File: src/rtl/pipe_pkg.sv
// Shared types and constants for the RV32I pipeline hazard controller.
// Writeback selects, forwarding-select encodings and the sequencer state type.
package pipe_pkg;

    localparam logic [1:0] WB_ALU  = 2'd0;
    localparam logic [1:0] WB_LOAD = 2'd1;
    localparam logic [1:0] WB_PC4  = 2'd2;

    localparam logic [1:0] FWD_REG = 2'b00;
    localparam logic [1:0] FWD_M   = 2'b01;
    localparam logic [1:0] FWD_W   = 2'b10;

    typedef enum logic [1:0] {
        INIT     = 2'd0,
        RUN      = 2'd1,
        MEM_WAIT = 2'd2
    } hz_state_t;

    // A later stage can supply rs only if it writes a non-x0 register with the same index.
    function automatic logic reg_hit(input logic wr_en, input logic [4:0] rd, input logic [4:0] rs);
        return wr_en && (rd != 5'd0) && (rd == rs);
    endfunction

endpackage

File: src/rtl/hazard_fwd_unit.sv
// Combinational E-stage operand forwarding selects.
// The M stage holds the younger result, so it beats W when both match.
module hazard_fwd_unit
    import pipe_pkg::*;
(
    input  logic [4:0] rs1_addrE,
    input  logic [4:0] rs2_addrE,
    input  logic [4:0] rd_addrM,
    input  logic       rd_wr_enM,
    input  logic [4:0] rd_addrW,
    input  logic       rd_wr_enW,
    output logic [1:0] fwd_aE,
    output logic [1:0] fwd_bE
);

    always_comb begin
        fwd_aE = FWD_REG;
        if (reg_hit(rd_wr_enM, rd_addrM, rs1_addrE)) begin
            fwd_aE = FWD_M;
        end else if (reg_hit(rd_wr_enW, rd_addrW, rs1_addrE)) begin
            fwd_aE = FWD_W;
        end
    end

    always_comb begin
        fwd_bE = FWD_REG;
        if (reg_hit(rd_wr_enM, rd_addrM, rs2_addrE)) begin
            fwd_bE = FWD_M;
        end else if (reg_hit(rd_wr_enW, rd_addrW, rs2_addrE)) begin
            fwd_bE = FWD_W;
        end
    end

endmodule

File: src/rtl/pipe_hazard_ctrl.sv
// Stall/flush/forward sequencer for the 5-stage RV32I pipeline.
// Define HAZARD_PERF_EN to build the stall/flush performance counters.
module pipe_hazard_ctrl
    import pipe_pkg::*;
#(
    parameter int MEM_TIMEOUT = 16,
    parameter int CNT_W       = 32
) (
    input  logic             clk,
    input  logic             rst_n,
    input  logic [4:0]       rs1_addrD,
    input  logic [4:0]       rs2_addrD,
    input  logic [4:0]       rs1_addrE,
    input  logic [4:0]       rs2_addrE,
    input  logic [4:0]       rd_addrE,
    input  logic             rd_wr_enE,
    input  logic [1:0]       wb_selE,
    input  logic [4:0]       rd_addrM,
    input  logic             rd_wr_enM,
    input  logic [4:0]       rd_addrW,
    input  logic             rd_wr_enW,
    input  logic             br_takenE,
    input  logic             mem_reqM,
    input  logic             mem_ackM,
    output logic             stallF,
    output logic             stallD,
    output logic             stallE,
    output logic             stallM,
    output logic             flushD,
    output logic             flushE,
    output logic             flushW,
    output logic [1:0]       fwd_aE,
    output logic [1:0]       fwd_bE,
    output logic             mem_err,
    output logic [CNT_W-1:0] stall_cnt,
    output logic [CNT_W-1:0] flush_cnt
);

    localparam logic [7:0] TIMEOUT_W = 8'(MEM_TIMEOUT);

    hz_state_t  state, state_nxt;
    logic [7:0] wait_cnt, wait_nxt;
    logic       mem_stall;
    logic       mem_timeout;
    logic       lu_cond;
    logic       lu_fire;
    logic       lu_done;

    hazard_fwd_unit u_fwd (
        .rs1_addrE (rs1_addrE),
        .rs2_addrE (rs2_addrE),
        .rd_addrM  (rd_addrM),
        .rd_wr_enM (rd_wr_enM),
        .rd_addrW  (rd_addrW),
        .rd_wr_enW (rd_wr_enW),
        .fwd_aE    (fwd_aE),
        .fwd_bE    (fwd_bE)
    );

    always_ff @(posedge clk or negedge rst_n) begin
        if (!rst_n) begin
            state    <= INIT;
            wait_cnt <= 8'd0;
            lu_done  <= 1'b0;
        end else begin
            state    <= state_nxt;
            wait_cnt <= wait_nxt;
            // Remember the load in E already got its bubble while it stays there.
            lu_done  <= lu_fire || (lu_cond && lu_done);
        end
    end

    always_comb begin
        state_nxt   = state;
        wait_nxt    = wait_cnt;
        mem_stall   = 1'b0;
        mem_timeout = 1'b0;
        case (state)
            INIT: begin
                state_nxt = RUN;
            end
            RUN: begin
                if (mem_reqM && !mem_ackM) begin
                    state_nxt = MEM_WAIT;
                    wait_nxt  = 8'd1;
                    mem_stall = 1'b1;
                end
            end
            MEM_WAIT: begin
                // An ack in the timeout cycle completes the access normally.
                mem_timeout = (wait_cnt == TIMEOUT_W) && !mem_ackM;
                if (mem_ackM || mem_timeout) begin
                    state_nxt = RUN;
                    wait_nxt  = 8'd0;
                end else begin
                    mem_stall = 1'b1;
                    wait_nxt  = wait_cnt + 8'd1;
                end
            end
            default: begin
                state_nxt = INIT;
                wait_nxt  = 8'd0;
            end
        endcase
    end

    assign lu_cond = (wb_selE == WB_LOAD) && rd_wr_enE && (rd_addrE != 5'd0) &&
                     ((rd_addrE == rs1_addrD) || (rd_addrE == rs2_addrD));
    assign lu_fire = (state != INIT) && !mem_stall && !br_takenE && lu_cond && !lu_done;

    // Priority: post-reset flush, memory wait, redirect, load-use.
    always_comb begin
        stallF  = 1'b0;
        stallD  = 1'b0;
        stallE  = 1'b0;
        stallM  = 1'b0;
        flushD  = 1'b0;
        flushE  = 1'b0;
        flushW  = 1'b0;
        mem_err = 1'b0;
        if (rst_n) begin
            mem_err = mem_timeout;
            if (state == INIT) begin
                flushD = 1'b1;
                flushE = 1'b1;
            end else if (mem_stall) begin
                stallF = 1'b1;
                stallD = 1'b1;
                stallE = 1'b1;
                stallM = 1'b1;
                flushW = 1'b1;
            end else if (br_takenE) begin
                flushD = 1'b1;
                flushE = 1'b1;
            end else if (lu_fire) begin
                stallF = 1'b1;
                stallD = 1'b1;
                flushE = 1'b1;
            end
        end
    end

`ifdef HAZARD_PERF_EN
    logic [CNT_W-1:0] stall_q;
    logic [CNT_W-1:0] flush_q;

    always_ff @(posedge clk or negedge rst_n) begin
        if (!rst_n) begin
            stall_q <= '0;
            flush_q <= '0;
        end else begin
            stall_q <= stall_q + {{(CNT_W-1){1'b0}}, stallF};
            flush_q <= flush_q + {{(CNT_W-1){1'b0}}, flushE};
        end
    end

    assign stall_cnt = stall_q;
    assign flush_cnt = flush_q;
`else
    assign stall_cnt = '0;
    assign flush_cnt = '0;
`endif

endmodule
File: config.mk
export PLATFORM = sky130hd
export DESIGN_NAME = pipe_hazard_ctrl
export DESIGN_NICKNAME = d
export VERILOG_FILES = /design/src/rtl/pipe_pkg.sv /design/src/rtl/hazard_fwd_unit.sv /design/src/rtl/pipe_hazard_ctrl.sv
export SDC_FILE = /design/constraint.sdc
export NUM_CORES = 1
export LEC_CHECK = 0
export BUFFER_PORTS_ARGS = -buffer_cell sky130_fd_sc_hd__buf_2
export CORE_UTILIZATION = 42
export DETAILED_ROUTE_END_ITERATION = 16
export GPL_TIMING_DRIVEN = 0
export PLACE_DENSITY = 0.82
export SLEW_MARGIN = 30
export SYNTH_ARGS = -nofsm -noshare
export SYNTH_HDL_FRONTEND = slang
export SYNTH_HIERARCHICAL = 1
export SYNTH_SLANG_ARGS = --single-unit
File: constraint.sdc
create_clock -name clk -period 2.4 [get_ports clk]
set_clock_uncertainty 0.2 [all_clocks]
set_input_delay 0.36 -clock clk [delete_from_list [all_inputs] [get_ports clk]]
set_output_delay 0.36 -clock clk [all_outputs]
set_load 0.05 [all_outputs]
==> results of run 1 <==
[what timing repair did]
item | CTS | global route
setup buffers | 9 | 7
endpoints found under the setup margin | 8 | 9
cloned | 0 | 0
resized for setup | 19 | 14
pin swaps | 5 | 4
hold buffers | 1 | 0
hold endpoints to repair | 11 | 0
[cell usage in the layout (no fill, tap or decap), drive strengths merged, types with 3 or more instances in the layout]
| cell type | instances |
|---|---|
| a21oi | 5 |
| and3 | 4 |
| buf | 138 |
| clkbuf | 5 |
| conb | 64 |
| dfrtp | 11 |
| ha | 6 |
| inv | 5 |
| nand2 | 9 |
| nand2b | 4 |
| nand3 | 10 |
| nor2 | 4 |
| nor2b | 3 |
| nor3 | 3 |
| nor4 | 4 |
| o21ai | 11 |
| o31ai | 3 |
| or4 | 3 |
| xnor2 | 20 |
| xor2 | 10 |
[cell type report]
type | instances | share of cell area (%)
multi-input combinational | 183 | 47.8
clock buffer | 4 | 1.70
sequential | 11 | 10.5
tap | 48 | 2.27
inverter | 5 | 0.710
timing repair buffer | 73 | 17.9
buffer | 67 | 19.2
[power by group]
| group | total, uW | switching (uW) | internal, uW |
|---|---|---|---|
| clock network | 184 | 67.4 | 116 |
| logic | 1080 | 655 | 427 |
| registers | 241 | 29.0 | 212 |
[logic make-up after synthesis]
family                     after synthesis  share of synthesized area (%)
other                                    1                          0.225
muxes                                    1                          0.599
xor gates and xnor gates                30                           15.7
buffers and inverters                   72                           31.2
DFF                                     11                           16.5
AOI/OAI and AO/OA                       30                           13.0
adders and majority gates                6                           4.49
and+or+nand+nor                         52                           18.3
[final timing paths]
path,from,end,slack (ns)
max in group asynchronous,rst_n,state[1]$_DFFE_PN0P_,1.11
min in group asynchronous,rst_n,wait_cnt[1]$_DFFE_PN0P_,0.51
worst min register to register,wait_cnt[7]$_DFFE_PN0P_,wait_cnt[7]$_DFFE_PN0P_,0.28
worst min-delay path,wait_cnt[7]$_DFFE_PN0P_,wait_cnt[7]$_DFFE_PN0P_,0.28
worst max-delay path,wait_cnt[3]$_DFFE_PN0P_,stallF,-0.14
worst max register to register,state[0]$_DFFE_PN0P_,wait_cnt[6]$_DFFE_PN0P_,0.38
[state kept, by name (all words and copies together), names as in the netlist]
register and flops:
state 2, wait_cnt 8, lu_done 1
[metrics by stage]
step / setup slack [ns] / instances / utilization [%]
final: -0.140 / 391 / 70.7
after floorplan: -0.0877 / 266 / -
after detailed placement: -0.119 / 370 / 62.5
after CTS: -0.0954 / 384 / 67.4
after global placement: -0.0988 / 370 / 62.5
after global routing: -0.182 / 391 / 70.7
[per-layer routing]
metal	part of all wire, %	routed length (um)	vias up
li1	-	-	841
met1	37	1560	740
met4	0.86	36	0
met3	8.7	363	5
met5	0	0	-
met2	53	2220	86
[worst reg2reg max path, stage by stage, from the launching register on]
cell and delay (ns):
dfrtp_1 0.41, inv_2 0.13, ha_4 0.14, and2b_2 0.23
buf_4 0.13, o21a_1 0.20, nand3_1 0.20, o31ai_1 0.29
==> summary.md, run 1 <==
| Metric | Value |
|---|---|
| Status | complete, but fails checks |
| Failing checks | setup timing |
| Storage cell area | roughly 280 sq um |
| Syn Inst Count | 203 |
| WS Path Type | reg2out |
| WHS | about 0.28 ns |
| CP peak stage delay | around 0.42 ns |
| Pwr Total | roughly 1500 uW |
| DRC Markers | 0 |
| Hold Path Depth | 1 |
| VDD IR max | 230 uV |
| Number of synthesized flops with an enable pin | 0 |
| Commonest cells in the netlist | 67 x buf_4, 20 x xnor2_1, 11 x dfrtp_1 |
| Post-synthesis register bit count | 11 |
| Met3 usage | 4.93% |
| Top-count cell post-synth | buf_4 |
| Worst setup SP type | flip-flop |
| Largest net degree at the start of global routing | 12 |
| CTS Buf Count | 3 |
| Synth top area share | approximately 30% |
| Die W | approximately 65 um |
| Avg Vias per Cell | between 4 and 5 |
| Placed instance area | approximately 2300 sq um |
| H-tree depth | 1 |
| Setup tns final | -0.475 ns |
| Antenna fix cells | 0 |
| Met2 usage | 36.2% |
| First-pass GRT wire length | approximately 6000 um |
| Class of the worst hold path | reg2reg |
| Ys flop type | dfrtp_1 |
| Initial Util | roughly 45% |
| Worst path buffer plus inverter count | 2 |
| Unrepaired setup endpoints after global routing | true |
| Met1 GRT Util | 16.8% |
| Detailed Route WL | between 4000 and 5000 um |
| Top cell family by delay on the critical path | simple AND/OR/NAND/NOR gates |
| Clock latency on the worst-skew pair | between 0.2 and 0.25 ns |
| Final setup margin | -0.140 ns |
| Filler Cells Inserted | between 200 and 300 |
| Final Hold Vio Count | 0 |
| Placer Congestion | just under 0.8 |
| R2R depth | 7 |
| Port buffer count | 56 |
| Pleak | roughly 0.0014 uW |
| Core area | 3740 sq um |
| CTS tree | built |
| Max Freq | 394 MHz |
| Area occupied by multi-input gates | around 1300 sq um |
| Grt peak-use layer | met2 |
| I/O Pins | 121 |
| Final nets | approximately 400 |
| Pre-Repair DR Iteration Count | 6 |
| Pins Over Slew Limit | 0 |
| GRT Total Usage | approximately 18% |
| Hpwl dp | ~2900 um |
| Crit-path slowest cell | or3_4 |
| Crit path max fanout | 4 |
| Initial antenna violation count | 0 |
| Total number of vias | around 1,700 |
| CP arrival | 1.98 ns |
| Die height | roughly 65 um |
| Register area share after synthesis | approximately 16% |
| Share of cells above drive strength 1 | 48.7% |
| Final min period | roughly 2.5 ns |
| Required @ worst endpoint | roughly 1.8 ns |
| Average size of a mapped cell | just over 8 sq um |
| Area contributors post-synth | buf_4 30%, dfrtp_1 16%, xnor2_1 10% |
| Drt initial violations | 49 |
| Clock transition at path regs | 0.05 ns |
| Worst-Margin Slew | 0.530 ns |
| Endpoints failing setup | 5 |
| Non-Filler Cell Area, Final | ~2600 sq um |
| Power Dens Cells | 570 nW/um^2 |
| Congestion Overflow GR | 0 |
| Distinct cells, synth | 38 |
| Area delta synth->final | 58.4% |
| Cell Area, Synth | about 1700 sq um |
| Antenna viol nets, final | 0 |
| Maxcap violations | 0 |
| Crit end category | output port |
| Area of the die | 4230 sq um |
| Crit share post-route | 106% |
| CTS Buffer Depth | 2 |
| CTS Sinks | 11 |
| Worst path depth | 7 |
| Routed len/inst | 10.7 um |
| Largest area contributor in the netlist | buf_4 |
| Crit-path cells | or3_4 -> o21ai_4 -> a21oi_4 -> and2_4 -> a31o_4 -> buf_6 -> buf_8 |
| Root Driver | clkbuf_8 |
| FFs w/ async S/R, synth | 100% |
| Site Rows | 22 |
| Synth Warn # | 6 |
| Relative slew slack | 64.5% |
| Vias in the first global route | about 1,500 |
(Power assumes the default switching activity.)
==> run 2: changes to the inputs <==
Settings changed: CELL_PAD_IN_SITES_DETAIL_PLACEMENT set to 1, CELL_PAD_IN_SITES_GLOBAL_PLACEMENT set to 2, CORE_UTILIZATION 42 to 21, PLACE_DENSITY 0.82 to 0.81.
==> run 2 against run 1 <==
Net effect: the flow still finishes with violations (setup timing); sequential cell count unchanged; global-route usage down 7.5 points; sequential power down 2%; sequential share of layout area down 0.34 points; final cell count up 14%; register-to-register slack better by 0.02 ns; critical path type unchanged; largest cell class unchanged.
==> summary.md, run 2 (synthesis gave the netlist of run 1 again) <==
| Metric | Value |
|---|---|
| Status | complete, but fails checks |
| Failing checks | setup timing |
| CTS Buffer Depth | 2 |
| Top flop regs | wait_cnt: 8 flops, state: 2 flops, lu_done: 1 flops |
| Crit end category | output port |
| Worst-Margin Slew | 0.573 ns |
| Vias in the first global route | 1,631 |
| Worst path buffer plus inverter count | 2 |
| Root Driver | clkbuf_8 |
| Power Dens Cells | 569 nW/um^2 |
| DRC Markers | 0 |
| Crit-path cells | or3_4 -> o21ai_4 -> a21oi_2 -> and2_4 -> a31o_4 -> buf_6 -> buf_8 |
| Worst setup SP type | flip-flop |
| Area occupied by multi-input gates | roughly 1300 sq um |
| Sw frac | about 50% |
| Max Freq | roughly 400 MHz |
| Largest net degree at the start of global routing | 12 |
| Antenna fix cells | 0 |
| Unrepaired setup endpoints after global routing | true |
| Placer Congestion | between 0.7 and 0.8 |
| Switching power | slightly below 800 uW |
| Hpwl dp | 3620 um |
| Die height | around 91 um |
| Maxcap violations | 0 |
| Class of the worst hold path | reg2reg |
| Top cell family by delay on the critical path | simple AND/OR/NAND/NOR gates |
| Endpoints failing setup | 5 |
| Max FFs per register | 8 |
| Core area | slightly below 8000 sq um |
| Antenna viol nets, final | 0 |
| First-pass GRT wire length | between 7000 and 8000 um |
| Storage cell area | 277 sq um |
| VDD IR max | between 200 and 250 uV |
| Clock group share of total power | about an eighth |
| GRT Total Usage | between 10 and 15% |
| CTS tree | built |
| Crit-path slowest cell | or3_4 |
| Area delta synth->final | 63.7% |
| Setup tns final | -0.291 ns |
| Die W | 91.2 um |
| Site Rows | 32 |
| Top reg by flops | wait_cnt |
| Clock transition at path regs | 0.06 ns |
| Clock latency on the worst-skew pair | between 0.2 and 0.3 ns |
| Int Pwr | between 700 and 800 uW |
| Leading cell type in the layout, fill and taps excluded | buf_4 |
| Final setup margin | -0.107 ns |
| Port buffer count | 56 |
| Crit share post-route | 104% |
| Crit path max fanout | 4 |
| Final Hold Vio Count | 0 |
| Initial Util | around 22% |
| Pre-Repair DR Iteration Count | 5 |
| Total number of vias | 1,703 |
| Routed len/inst | between 10 and 15 um |
| Share of cells above drive strength 1 | roughly half |
| I/O Pins | about 120 |
| WS Path Type | reg2out |
| Avg Vias per Cell | 3.82 |
| Congestion Overflow GR | 0 |
| Final nets | 396 |
| WHS | approximately 0.29 ns |
| Reg power frac | between 10% and 20% |
| CTS Sinks | 11 |
| Relative slew slack | 61.7% |
| Pleak | roughly 0.0014 uW |
| CTS Buf Count | 3 |
| Drt initial violations | 18 |
| Final min period | 2.51 ns |
| Commonest non-fill, non-tap cells in the layout | 82 x buf_4, 64 x conb_1, 47 x buf_2 |
| Area of the die | ~8300 sq um |
| Detailed Route WL | 4720 um |
| CP peak stage delay | between 0.4 and 0.5 ns |
| CP arrival | slightly below 2 ns |
| H-tree depth | 1 |
| Initial antenna violation count | 0 |
| Pins Over Slew Limit | 0 |
| Required @ worst endpoint | 1.84 ns |
| Combinational share of power | around 72% |
| Filler Cells Inserted | slightly below 1,000 |
-- run 2: per-layer routing --
metal / track usage [%] / up-vias / part of all wire, %
met3: 2.93 / 6 / 8.4
met4: 2.12 / 0 / 1.1
met2: 19.8 / 78 / 54
met1: 10.9 / 777 / 36
li1: - / 842 / -
met5: 0 / - / 0
-- run 2: area by class of cell --
class,instances,area share (%)
timing repair buffer,75,18.2
clock buffer,3,1.51
tap,102,4.67
clock inverter,1,0.183
buffer,66,18.4
multi-input combinational,183,46.3
sequential,11,10.1
inverter,5,0.686
-- run 2: worst paths after layout --
path	slack, ns	from	depth (start not counted)	end
hold reg to reg	0.29	wait_cnt[7]$_DFFE_PN0P_	1	wait_cnt[7]$_DFFE_PN0P_
setup / recovery	-0.11	wait_cnt[3]$_DFFE_PN0P_	7	stallF
max in group asynchronous	1.09	rst_n	2	state[1]$_DFFE_PN0P_
setup reg to reg	0.40	state[0]$_DFFE_PN0P_	5	wait_cnt[7]$_DFFE_PN0P_
min in group asynchronous	0.51	rst_n	2	wait_cnt[1]$_DFFE_PN0P_
hold / removal	0.29	wait_cnt[7]$_DFFE_PN0P_	1	wait_cnt[7]$_DFFE_PN0P_
-- run 2: worst register-to-register path, cell delays in order (launching register included) --
cell and delay (ns):
dfrtp_1 0.39, buf_4 0.15, ha_4 0.18, a21oi_2 0.37, nand3_1 0.30, o31ai_1 0.31
-- run 2: repair_timing --
item	in CTS	in global routing
setup endpoints to repair	9	10
buffers inserted	10	8
hold buffers	1	0
pin swaps	6	5
hold endpoints to repair	11	0
gates resized for setup	23	18
-- run 2: power by group through the flow --
stage / Sequential (uW) / Combinational (uW) / Clock (uW)
after floorplan: 233 / 718 / 0
final: 236 / 1120 / 199
after CTS: 232 / 1010 / 202
after detailed placement: 240 / 873 / 0
after global placement: 239 / 858 / 0
after global routing: 240 / 1190 / 207
-- run 2: through the flow --
stage                     power, uW  cell area, sq um  util, %  instances  setup slack, ns
after floorplan                 951              2000        -        266          -0.0877
after global placement         1100              2410     31.1        424           -0.153
after CTS                      1450              2610     33.8        439           -0.101
after detailed placement       1110              2410     31.1        424           -0.179
after global routing           1640              2740     35.4        446           -0.195
final                          1560              2740     35.4        446           -0.107
